`src/rtl/instr_encoder_pkg.sv`:
```
// Shared types and constants for the MIPS16-style instruction encoder:
// mnemonic codes, opcode/funct fields, error codes and immediate classes.
package instr_encoder_pkg;

  typedef enum logic [7:0] {
    OP_ADDU, OP_SUBU, OP_ADDIU, OP_ADDSP3, OP_CMPI, OP_BEQZ, OP_BNEZ, OP_LW_SP,
    OP_SW_SP, OP_LI, OP_ADDIU3, OP_ADDSP, OP_BTEQZ, OP_MTSP, OP_AND, OP_OR,
    OP_CMP, OP_NOT, OP_SLT, OP_JR, OP_MFPC, OP_JALR, OP_B, OP_LW,
    OP_SW, OP_SLL, OP_SRA, OP_MFIN, OP_MTIN, OP_INT, OP_NOP
  } op_e;

  typedef enum logic [2:0] {
    IMM_S4, IMM_S5, IMM_S8, IMM_S11, IMM_Z8, IMM_SH3, IMM_Z4, IMM_NONE
  } imm_class_e;

  typedef enum logic [1:0] {ST_IDLE, ST_ENC, ST_WRITE} state_e;

  localparam logic [4:0] OPC_ADDSP3 = 5'b00000;
  localparam logic [4:0] OPC_NOP    = 5'b00001;
  localparam logic [4:0] OPC_B      = 5'b00010;
  localparam logic [4:0] OPC_BEQZ   = 5'b00100;
  localparam logic [4:0] OPC_BNEZ   = 5'b00101;
  localparam logic [4:0] OPC_SHIFT  = 5'b00110;
  localparam logic [4:0] OPC_ADDIU3 = 5'b01000;
  localparam logic [4:0] OPC_ADDIU  = 5'b01001;
  localparam logic [4:0] OPC_I8     = 5'b01100;
  localparam logic [4:0] OPC_LI     = 5'b01101;
  localparam logic [4:0] OPC_CMPI   = 5'b01110;
  localparam logic [4:0] OPC_LW_SP  = 5'b10010;
  localparam logic [4:0] OPC_LW     = 5'b10011;
  localparam logic [4:0] OPC_SW_SP  = 5'b11010;
  localparam logic [4:0] OPC_SW     = 5'b11011;
  localparam logic [4:0] OPC_RRR    = 5'b11100;
  localparam logic [4:0] OPC_RR     = 5'b11101;
  localparam logic [4:0] OPC_MFMT   = 5'b11110;
  localparam logic [4:0] OPC_INT    = 5'b11111;

  localparam logic [1:0] FN_ADDU = 2'b01;
  localparam logic [1:0] FN_SUBU = 2'b11;
  localparam logic [1:0] FN_SLL  = 2'b00;
  localparam logic [1:0] FN_SRA  = 2'b11;
  localparam logic [1:0] FN_MFIN = 2'b00;
  localparam logic [1:0] FN_MTIN = 2'b01;

  localparam logic [4:0] F5_AND = 5'b01100;
  localparam logic [4:0] F5_OR  = 5'b01101;
  localparam logic [4:0] F5_CMP = 5'b01010;
  localparam logic [4:0] F5_NOT = 5'b01111;
  localparam logic [4:0] F5_SLT = 5'b00010;

  // Sub-selectors that occupy the rx/ry slot of the I8 and RR groups.
  localparam logic [2:0] SEL_BTEQZ = 3'b000;
  localparam logic [2:0] SEL_ADDSP = 3'b011;
  localparam logic [2:0] SEL_MTSP  = 3'b100;
  localparam logic [2:0] SEL_JR    = 3'b000;
  localparam logic [2:0] SEL_MFPC  = 3'b010;
  localparam logic [2:0] SEL_JALR  = 3'b110;

  localparam logic [1:0] ERR_NONE    = 2'b00;
  localparam logic [1:0] ERR_ILLEGAL = 2'b01;
  localparam logic [1:0] ERR_RANGE   = 2'b10;
  localparam logic [1:0] ERR_TIMEOUT = 2'b11;

  function automatic logic imm_in_range(input imm_class_e cls, input int v);
    case (cls)
      IMM_S4:  return (v >= -8)    && (v <= 7);
      IMM_S5:  return (v >= -16)   && (v <= 15);
      IMM_S8:  return (v >= -128)  && (v <= 127);
      IMM_S11: return (v >= -1024) && (v <= 1023);
      IMM_Z8:  return (v >= 0)     && (v <= 255);
      IMM_SH3: return (v >= 1)     && (v <= 8);
      IMM_Z4:  return (v >= 0)     && (v <= 15);
      default: return 1'b1;
    endcase
  endfunction

endpackage

```
`src/rtl/instr_pack.sv`:
```
// Combinational packer: mnemonic + fields -> 16-bit word, with illegal-op and
// immediate range flags. Unused register fields never reach the word.
module instr_pack
  import instr_encoder_pkg::*;
(
  input  logic [7:0]  op,
  input  logic [2:0]  rx,
  input  logic [2:0]  ry,
  input  logic [2:0]  rz,
  input  logic [15:0] imm,
  output logic [15:0] word,
  output logic        illegal,
  output logic        range_err
);

  imm_class_e cls;

  // NOTE: every output gets a default before the case, so no path leaves a
  // signal unassigned and no latch is inferred.
  always_comb begin
    word    = '0;
    cls     = IMM_NONE;
    illegal = 1'b0;
    case (op)
      OP_ADDU:   word = {OPC_RRR, rx, ry, rz, FN_ADDU};
      OP_SUBU:   word = {OPC_RRR, rx, ry, rz, FN_SUBU};
      OP_ADDIU:  begin word = {OPC_ADDIU,  rx, imm[7:0]}; cls = IMM_S8; end
      OP_ADDSP3: begin word = {OPC_ADDSP3, rx, imm[7:0]}; cls = IMM_S8; end
      OP_CMPI:   begin word = {OPC_CMPI,   rx, imm[7:0]}; cls = IMM_S8; end
      OP_BEQZ:   begin word = {OPC_BEQZ,   rx, imm[7:0]}; cls = IMM_S8; end
      OP_BNEZ:   begin word = {OPC_BNEZ,   rx, imm[7:0]}; cls = IMM_S8; end
      OP_LW_SP:  begin word = {OPC_LW_SP,  rx, imm[7:0]}; cls = IMM_S8; end
      OP_SW_SP:  begin word = {OPC_SW_SP,  rx, imm[7:0]}; cls = IMM_S8; end
      OP_LI:     begin word = {OPC_LI,     rx, imm[7:0]}; cls = IMM_Z8; end
      OP_ADDIU3: begin word = {OPC_ADDIU3, rx, ry, 1'b0, imm[3:0]}; cls = IMM_S4; end
      OP_ADDSP:  begin word = {OPC_I8, SEL_ADDSP, imm[7:0]}; cls = IMM_S8; end
      OP_BTEQZ:  begin word = {OPC_I8, SEL_BTEQZ, imm[7:0]}; cls = IMM_S8; end
      OP_MTSP:   word = {OPC_I8, SEL_MTSP, ry, 5'b00000};
      OP_AND:    word = {OPC_RR, rx, ry, F5_AND};
      OP_OR:     word = {OPC_RR, rx, ry, F5_OR};
      OP_CMP:    word = {OPC_RR, rx, ry, F5_CMP};
      OP_NOT:    word = {OPC_RR, rx, ry, F5_NOT};
      OP_SLT:    word = {OPC_RR, rx, ry, F5_SLT};
      OP_JR:     word = {OPC_RR, rx, SEL_JR,   5'b00000};
      OP_MFPC:   word = {OPC_RR, rx, SEL_MFPC, 5'b00000};
      OP_JALR:   word = {OPC_RR, rx, SEL_JALR, 5'b00000};
      OP_B:      begin word = {OPC_B, imm[10:0]}; cls = IMM_S11; end
      OP_LW:     begin word = {OPC_LW, rx, ry, imm[4:0]}; cls = IMM_S5; end
      OP_SW:     begin word = {OPC_SW, rx, ry, imm[4:0]}; cls = IMM_S5; end
      // A shift of 8 truncates to 3'b000, which is exactly its encoding.
      OP_SLL:    begin word = {OPC_SHIFT, rx, ry, imm[2:0], FN_SLL}; cls = IMM_SH3; end
      OP_SRA:    begin word = {OPC_SHIFT, rx, ry, imm[2:0], FN_SRA}; cls = IMM_SH3; end
      OP_MFIN:   word = {OPC_MFMT, rx, 6'b000000, FN_MFIN};
      OP_MTIN:   word = {OPC_MFMT, rx, 6'b000000, FN_MTIN};
      OP_INT:    begin word = {OPC_INT, 7'b0000000, imm[3:0]}; cls = IMM_Z4; end
      OP_NOP:    word = {OPC_NOP, 11'b0};
      default:   illegal = 1'b1;
    endcase
  end

  assign range_err = !illegal && !imm_in_range(cls, int'($signed(imm)));

endmodule

```
`src/rtl/instr_encoder.sv`:
```
// Accepts symbolic instructions, encodes them and writes the words to
// instruction memory at consecutive addresses over a write/ack handshake.
module instr_encoder
  import instr_encoder_pkg::*;
#(
  parameter int ADDR_W      = 16,
  parameter int ACK_TIMEOUT = 255
) (
  input  logic              clk,
  input  logic              rst,
  input  logic              base_load,
  input  logic [ADDR_W-1:0] base_addr,
  input  logic              in_valid,
  output logic              in_ready,
  input  logic [7:0]        in_op,
  input  logic [2:0]        in_rx,
  input  logic [2:0]        in_ry,
  input  logic [2:0]        in_rz,
  input  logic [15:0]       in_imm,
  output logic              mem_we,
  output logic [ADDR_W-1:0] mem_addr,
  output logic [15:0]       mem_data,
  input  logic              mem_ack,
  output logic              err_valid,
  output logic [1:0]        err_code,
  output logic [15:0]       word_count,
  output logic              busy
);

  localparam int TMO_W = (ACK_TIMEOUT > 1) ? $clog2(ACK_TIMEOUT) : 1;
  localparam logic [TMO_W-1:0] TMO_LAST = TMO_W'((ACK_TIMEOUT > 0) ? ACK_TIMEOUT - 1 : 0);

  state_e            state_q, state_d;
  logic [7:0]        op_q, op_d;
  logic [2:0]        rx_q, rx_d, ry_q, ry_d, rz_q, rz_d;
  logic [15:0]       imm_q, imm_d;
  logic [ADDR_W-1:0] ptr_q, ptr_d;
  logic [15:0]       cnt_q, cnt_d;
  logic [TMO_W-1:0]  tmo_q, tmo_d;
  logic              mem_we_q, mem_we_d;
  logic [ADDR_W-1:0] mem_addr_q, mem_addr_d;
  logic [15:0]       mem_data_q, mem_data_d;
  logic              in_ready_q, in_ready_d;
  logic              tmo_err_q, tmo_err_d;

  logic [15:0] pk_word;
  logic        pk_illegal, pk_range, enc_err;

  instr_pack u_pack (
    .op       (op_q),
    .rx       (rx_q),
    .ry       (ry_q),
    .rz       (rz_q),
    .imm      (imm_q),
    .word     (pk_word),
    .illegal  (pk_illegal),
    .range_err(pk_range)
  );

  always_comb begin
    state_d    = state_q;
    op_d       = op_q;
    rx_d       = rx_q;
    ry_d       = ry_q;
    rz_d       = rz_q;
    imm_d      = imm_q;
    ptr_d      = ptr_q;
    cnt_d      = cnt_q;
    tmo_d      = tmo_q;
    mem_we_d   = mem_we_q;
    mem_addr_d = mem_addr_q;
    mem_data_d = mem_data_q;
    tmo_err_d  = 1'b0;
    case (state_q)
      ST_IDLE: begin
        // The pointer load and a same-cycle accept combine: the word lands at base_addr.
        if (base_load) ptr_d = base_addr;
        if (in_valid && in_ready_q) begin
          op_d    = in_op;
          rx_d    = in_rx;
          ry_d    = in_ry;
          rz_d    = in_rz;
          imm_d   = in_imm;
          state_d = ST_ENC;
        end
      end
      ST_ENC: begin
        tmo_d = '0;
        if (pk_illegal || pk_range) begin
          state_d = ST_IDLE;
        end else begin
          mem_we_d   = 1'b1;
          mem_addr_d = ptr_q;
          mem_data_d = pk_word;
          state_d    = ST_WRITE;
        end
      end
      ST_WRITE: begin
        if (mem_ack) begin
          mem_we_d = 1'b0;
          ptr_d    = ptr_q + ADDR_W'(1);
          cnt_d    = cnt_q + 16'd1;
          state_d  = ST_IDLE;
        end else if ((ACK_TIMEOUT != 0) && (tmo_q == TMO_LAST)) begin
          mem_we_d  = 1'b0;
          tmo_err_d = 1'b1;
          state_d   = ST_IDLE;
        end else begin
          tmo_d = tmo_q + TMO_W'(1);
        end
      end
      default: state_d = ST_IDLE;
    endcase
    in_ready_d = (state_d == ST_IDLE);
  end

  // NOTE: state registers use non-blocking assignments so every flop samples
  // its pre-edge value, independent of process ordering.
  always_ff @(posedge clk) begin
    if (rst) begin
      state_q    <= ST_IDLE;
      op_q       <= '0;
      rx_q       <= '0;
      ry_q       <= '0;
      rz_q       <= '0;
      imm_q      <= '0;
      ptr_q      <= '0;
      cnt_q      <= '0;
      tmo_q      <= '0;
      mem_we_q   <= 1'b0;
      mem_addr_q <= '0;
      mem_data_q <= '0;
      in_ready_q <= 1'b0;
      tmo_err_q  <= 1'b0;
    end else begin
      state_q    <= state_d;
      op_q       <= op_d;
      rx_q       <= rx_d;
      ry_q       <= ry_d;
      rz_q       <= rz_d;
      imm_q      <= imm_d;
      ptr_q      <= ptr_d;
      cnt_q      <= cnt_d;
      tmo_q      <= tmo_d;
      mem_we_q   <= mem_we_d;
      mem_addr_q <= mem_addr_d;
      mem_data_q <= mem_data_d;
      in_ready_q <= in_ready_d;
      tmo_err_q  <= tmo_err_d;
    end
  end

  // Encode errors are flagged during ENC itself; the timeout pulse follows the mem_we drop.
  assign enc_err = (state_q == ST_ENC) && (pk_illegal || pk_range);

  always_comb begin
    err_code = ERR_NONE;
    if (tmo_err_q)    err_code = ERR_TIMEOUT;
    else if (enc_err) err_code = pk_illegal ? ERR_ILLEGAL : ERR_RANGE;
  end

  assign err_valid  = enc_err || tmo_err_q;
  assign in_ready   = in_ready_q;
  assign mem_we     = mem_we_q;
  assign mem_addr   = mem_addr_q;
  assign mem_data   = mem_data_q;
  assign word_count = cnt_q;
  assign busy       = (state_q != ST_IDLE);

endmodule

```
`config.mk`:
```
export PLATFORM = sky130hd
export DESIGN_NAME = instr_encoder
export DESIGN_NICKNAME = d
export VERILOG_FILES = /design/src/rtl/instr_encoder_pkg.sv /design/src/rtl/instr_pack.sv /design/src/rtl/instr_encoder.sv
export SDC_FILE = /design/constraint.sdc
export NUM_CORES = 1
export LEC_CHECK = 0
export BUFFER_PORTS_ARGS = -buffer_cell sky130_fd_sc_hd__buf_4
export CAP_MARGIN = 20
export CORE_AREA = 4 4 157 121
export CTS_BUF_LIST = sky130_fd_sc_hd__clkbuf_16
export DETAILED_ROUTE_END_ITERATION = 10
export DIE_AREA = 0 0 161 125
export PLACE_DENSITY = 0.6
export SETUP_SLACK_MARGIN = 0.02
export SKIP_LAST_GASP = 1
export SYNTH_ARGS = -nofsm -noshare
export SYNTH_HDL_FRONTEND = slang
export SYNTH_HIERARCHICAL = 1
export SYNTH_SLANG_ARGS = --single-unit
export TNS_END_PERCENT = 1
```
`constraint.sdc`:
```
create_clock -name clk -period 3.5 [get_ports clk]
set_input_delay 0.7 -clock clk [delete_from_list [all_inputs] [get_ports clk]]
set_output_delay 0.7 -clock clk [all_outputs]
set_load 0.1 [all_outputs]
```
Word level (Yosys, flattened, before mapping)
Index checks and enable logic that the tools add are counted.
- input port bits: 54
- bits in registers: 110
- reduce and logical (&&, ||, !) cells: 31
- bitwise gates (word level): 2
- add/subtract/negate cells: 3
- order comparisons: 12
- eq/ne operators: 45
- multiplexer cells: 23
- operators with widths (kind ; count):
    $pmux 16 s31 ; 1
    $eq 8x5->1 const B ; 15
    $eq 8x4->1 const B ; 8
    $add 16x1->16 const B ; 2
    $eq 8x3->1 const B ; 4
    $le 16x5->1 const B ; 2
    $mux 16 ; 2
    $pmux 16 s2 ; 1
    $reduce_or 31->1 ; 1
    $pmux 3 s7 ; 1
    $eq 8x2->1 const B ; 2
    $ge 16x1->1 const B ; 1
    $ge 16x11->1 const B ; 1
    $ge 16x2->1 const B ; 1
    $ge 16x4->1 const B ; 1
    $ge 16x5->1 const B ; 1
    $ge 16x8->1 const B ; 1
    $le 16x11->1 const B ; 1
    $le 16x4->1 const B ; 1
    $le 16x8->1 const B ; 1
    $le 16x9->1 const B ; 1
    $mux 8 ; 2
    $pmux 8 s2 ; 1
    $mux 2 ; 7
    other kinds (27) ; 57

Longest topological paths before layout
- depth in word-level cells: 11
- mapped depth: 13
- depth with buffers taken out: 10

Modules after synthesis
Netlist, hierarchy kept.
- by module, submodules not included (module ; instances ; seq. area each (um^2) ; cells an instance ; area an instance (um^2)):
    instr_encoder ; 1 ; 2202.1 ; 595 ; 4732.0
    instr_pack ; 1 ; 0.0 ; 176 ; 985.9

Worst setup path before layout
OpenSTA, ideal clock, no wires.
- kind: register to output
- start point: register op_q[4]
- end point: output port err_code[1]
- cell stages (with the launch flop): 10
- buffers on the path: 1
- slack: -312 ps
- data required time: 2800 ps
- arrival time: 3112 ps
- cell sequence: dfxtp_1 > buf_2 > nand2b_1 > o22ai_1 > nand3_1 > nor3_2 > a22oi_1 > a21oi_1 > o21ai_0 > o21bai_1
- longest elaborated chain between the ends: 11
- elaborated cells between the ends (all ways): 52
- ends and longest elaborated chain (item ; line ; source):
    from (decl) ; instr_encoder.sv:34 ; logic [7:0] op_q, op_d;
    from (signal assigned) ; instr_encoder.sv:137 ; op_q <= op_d;
    $eq 8x2->1 (tied with other cells) ; instr_pack.sv:24 ; case (op)
    $reduce_or 9->1 (no line) / $reduce_or 2->1 (equally long branches) ; -- ;
    $pmux 3 s7 ; instr_pack.sv:24 ;
    $eq 3x3->1 (tied with other cells) ; instr_encoder_pkg.sv:65 ; case (cls)
    $pmux 1 s7 ; instr_encoder_pkg.sv:65 ;
    $logic_not 1->1 ; instr_pack.sv:61 ; assign range_err = !illegal && !imm_in_range(cls, int'($signed(imm)));
    $logic_and 1x1->1 (*) ; instr_pack.sv:61 ;
    via pk_range ; instr_encoder.sv:47 ; logic pk_illegal, pk_range, enc_err;
    $logic_or 1x1->1 (*) ; instr_encoder.sv:154 ; assign enc_err = (state_q == ST_ENC) && (pk_illegal || pk_range);
    $logic_and 1x1->1 (*) ; instr_encoder.sv:154 ;
    $mux 2 (*) ; instr_encoder.sv:159 ; else if (enc_err) err_code = pk_illegal ? ERR_ILLEGAL : ERR_RANGE;
    $mux 2 (*) ; instr_encoder.sv:158 ; if (tmo_err_q) err_code = ERR_TIMEOUT;
    to (decl) ; instr_encoder.sv:25 ; output logic [1:0] err_code,
Mark *: on every way through the listed nets, which the timed path passes. The rest lies on a longest branch.

Worst setup path in the final report
- start point: register imm_q[10]
- end point: output port err_code[1]
- longest elaborated chain between the ends: 9
- elaborated cells between the ends (all ways): 26
- ends and longest elaborated chain (item ; line ; source):
    from (decl) ; instr_encoder.sv:36 ; logic [15:0] imm_q, imm_d;
    from (signal assigned) ; instr_encoder.sv:141 ; imm_q <= imm_d;
    $ge 16x1->1 (tied with other cells) ; instr_encoder_pkg.sv:70, instr_encoder_pkg.sv:72 ;
    $logic_and 1x1->1 (tied with other cells) ; instr_encoder_pkg.sv:72 ; IMM_Z4: return (v >= 0) && (v <= 15);
    $pmux 1 s7 (*) ; instr_encoder_pkg.sv:65 ;
    $logic_not 1->1 (*) ; instr_pack.sv:61 ;
    $logic_and 1x1->1 (*) ; instr_pack.sv:61 ;
    via pk_range ; instr_encoder.sv:47 ;
    $logic_or 1x1->1 (*) ; instr_encoder.sv:154 ;
    $logic_and 1x1->1 (*) ; instr_encoder.sv:154 ;
    $mux 2 (*) ; instr_encoder.sv:159 ;
    $mux 2 (*) ; instr_encoder.sv:158 ;
Marks and branches as above.

==> qor.yml <==
outcome: "complete, no violations"
syn_area_sq_um: 5720
rows: 42
die_h_um: 125
internal-power_mw: 2.34
tns_ns: 0
cts_tree: "yes"
synthCells: 771
max_stage_delay_ns: 0.55
dp_slack_ns: 0.370
viasPerCell: 5.27
grt_start_max_net_pins: 78
clock_power_share_pct: 25.3
worst_slew_pin_slew_ns: 0.829
vias: 5855
place_inst: 1091
grt_use_met3_pct: 4.61
slew_viol_final: 0
swShare_pct: 40.7
antenna_found_initial: 0
fin_nets: 925
final_cell_count_no_fill: 1110
critPathMaxFanout: 4
fmax_mhz: 298
ant_nets: 0
synth_top_area_share_pct: 38.5
hpwl_um: 13000
ys_seq_elements: 110
crit_slowest_cell: "or4_4"
h-tree-depth: 3
setup_violations: 0
path_cells: "or4_4 -> nor3_4 -> a21oi_2 -> or4_4 -> o311ai_2 -> a21oi_2 -> o21ai_1 -> buf_4 -> o21bai_2 -> buf_6"
synthTopCellsByCount: "173 x nand2_1, 113 x a21oi_1, 110 x dfxtp_1"
fin_ws_ns: 0.143
clkSlewWorstSetupHoldPaths_ns: 0.07
use_met1_pct: 25.8
period_share_pct: 95.9
busiest_layer: "met1"
ys.flop_type: "dfxtp_1"
start_util_pct: 32.8
p_switching_mw: 1.61
worstPathArrival_ns: 2.66
synth-warning-count: 6
worst_setup_path_start_kind: "flop"
power_frac_seq_pct: 38.7
n_antenna_cell: 0
synth_edf_count: 0
io_buffers: 107
worst_skew_pair.late_latency_ns: 0.36
syn_avg_cell_area_sq_um: 7.42
final_cell_area_sq_um: 7150
ios: 108
placed_area_sq_um: 6780
fp.coreArea_sq_um: 17400
yosysTopAreaCell: "dfxtp_1"
hp-class: "flop to flop"
drv_cap: 0
drt_iter0_markers: 442
wl_per_cell_um: 16.2
cts.root.buffer_cell: "clkbuf_16"
hold_violations: 0
skew_ns: 0.0137
critPathKind: "flop to output port"
drc: 0
ir_drop_mv: 0.210
p_leak_nw: 2.64
crit_buf_inv: 2
numCtsBuffers: 9
rsz0062_at_grt: "yes"
die_w_um: 161
slew_headroom_pct: 44.7
grt_pass1_vias: 5495
gr-usage-met2_pct: 25.5
synth_nets: 833
cts_sinks: 110
cellPowerDensity_nw_per_um2: 551
first_pass_iters: 5
pwr-share-comb_pct: 36.1
track_usage_pct: 17.5
place.gp.congestion: 0.913
drive_gt1_share_pct: 20.0
cp.required_ns: 2.80
end_kind: "output port"
synth.area.top_cells: "dfxtp_1 39%, nand2_1 11%, a21oi_1 9.9%"
grt_pass1_wl_um: 29000
yosysMostFrequentCell: "nand2_1"
async_flop_share_pct: 0
crit_family: "simple AND/OR/NAND/NOR gates"
cts_max_path_buffers: 2
drt_wl_total_um: 18000
ys_seq_area_share_pct: 38.5
die_area_sq_um: 20100
grt.overflow.total: 0
min_period_ns: 3.36
synth_cell_types: 59
areaGrowthSynthToFinish_pct: 25.1
==> flip-flops by register name, summed over array words and instances, names as in the netlist <==
| name | cells |
|---|---|
| ptr_q | 16 |
| tmo_err_q | 1 |
| op_q | 8 |
| word_count | 16 |
| tmo_q | 8 |
| mem_data | 16 |
| mem_we | 1 |
| in_ready | 1 |
| ry_q | 3 |
| mem_addr | 16 |
| state_q | 2 |
| rx_q | 3 |
| imm_q | 16 |
| rz_q | 3 |
==> tightest hold or removal path, cell delays in order, from the launching register on <==
cell and delay [ns]:
dfxtp_1 0.31, nand2_1 0.05, a21oi_1 0.05
==> cell families after synthesis <==
family,share of synthesized area (%)
AOI/OAI and AO/OA,22.9
xor gates and xnor gates,2.14
adders and majority gates,1.75
buffers and inverters,5.14
DFF,38.5
muxes,0.350
and+or+nand+nor,29.2
==> path summary, 6_finish.rpt <==
path | startpoint | end | slack, ns | cells past startpoint
setup / recovery | imm_q[10] | err_code[1] | 0.14 | 10
hold / removal | mem_data[11] | mem_data[11] | 0.46 | 2
setup reg to reg | imm_q[10] | mem_addr[5] | 0.51 | 12
hold reg to reg | mem_data[11] | mem_data[11] | 0.46 | 2
==> final cells by class <==
cell class | instances | area (sq um)
Clock buffer | 9 | 225
Sequential cell | 110 | 2210
Inverter | 14 | 52.6
Clock inverter | 7 | 53.8
Multi-Input combinational cell | 592 | 3270
Tap cell | 242 | 303
Fill cell | 1886 | 10300
Timing Repair Buffer | 136 | 1040
==> per-layer routing <==
| metal | wire (um) | vias up |
|---|---|---|
| met5 | 0 | - |
| met4 | 245 | 0 |
| met3 | 1170 | 22 |
| met2 | 7540 | 208 |
| met1 | 9000 | 2699 |
| li1 | - | 2926 |
==> placed cells by master (no fill, tap or decap), types with 5 or more instances in the layout <==
| cell type | netlist | final |
|---|---|---|
| xor2_1 | 9 | 9 |
| a211oi_1 | 8 | 7 |
| nand3_1 | 32 | 32 |
| clkbuf_16 | 0 | 9 |
| o21ai_0 | 33 | 32 |
| inv_1 | 12 | 12 |
| nor2b_1 | 11 | 11 |
| xnor2_1 | 5 | 5 |
| nor2_1 | 41 | 41 |
| buf_4 | 0 | 133 |
| ha_1 | 8 | 8 |
| a31oi_1 | 6 | 6 |
| and4_1 | 9 | 9 |
| a22oi_1 | 5 | 5 |
| nor3_1 | 17 | 17 |
| dfxtp_1 | 110 | 105 |
| o31ai_1 | 7 | 7 |
| nor4_1 | 8 | 8 |
| or3_1 | 8 | 8 |
| nand2_1 | 173 | 173 |
| a21oi_1 | 113 | 111 |
| a221o_1 | 6 | 6 |
| dfxtp_2 | 0 | 5 |
| and3_1 | 5 | 5 |
| nand2b_1 | 8 | 7 |
| nand4_1 | 17 | 17 |
==> stage by stage <==
stage | util [%] | total power, mW | hold WS (ns)
global placement | 38.9 | 2.90 | 0.443
CTS | 40.7 | 3.94 | 0.457
floorplan | - | 2.51 | 0.433
global route | 41.0 | 4.17 | 0.474
detailed placement | 38.9 | 2.90 | 0.448
finish | 41.0 | 3.94 | 0.456
==> repair_timing <==
item | 4_1_cts | 5_1_grt
hold endpoints to repair | 0 | 0
pin swaps | 1 | 4
hold buffers | 0 | 0
endpoints found under the setup margin | 2 | 2
resized for setup | 8 | 12
buffers inserted | 1 | 2
==> power groups by stage <==
stage	sequential, mW	clock (mW)	combinational, mW
after global placement	1.55	0	1.36
after detailed placement	1.55	0	1.36
after floorplan	1.72	0	0.784
after CTS	1.52	1.03	1.38
after global routing	1.55	1.08	1.55
final	1.52	0.996	1.42
Note: power is estimated with default switching activity, not from simulation.
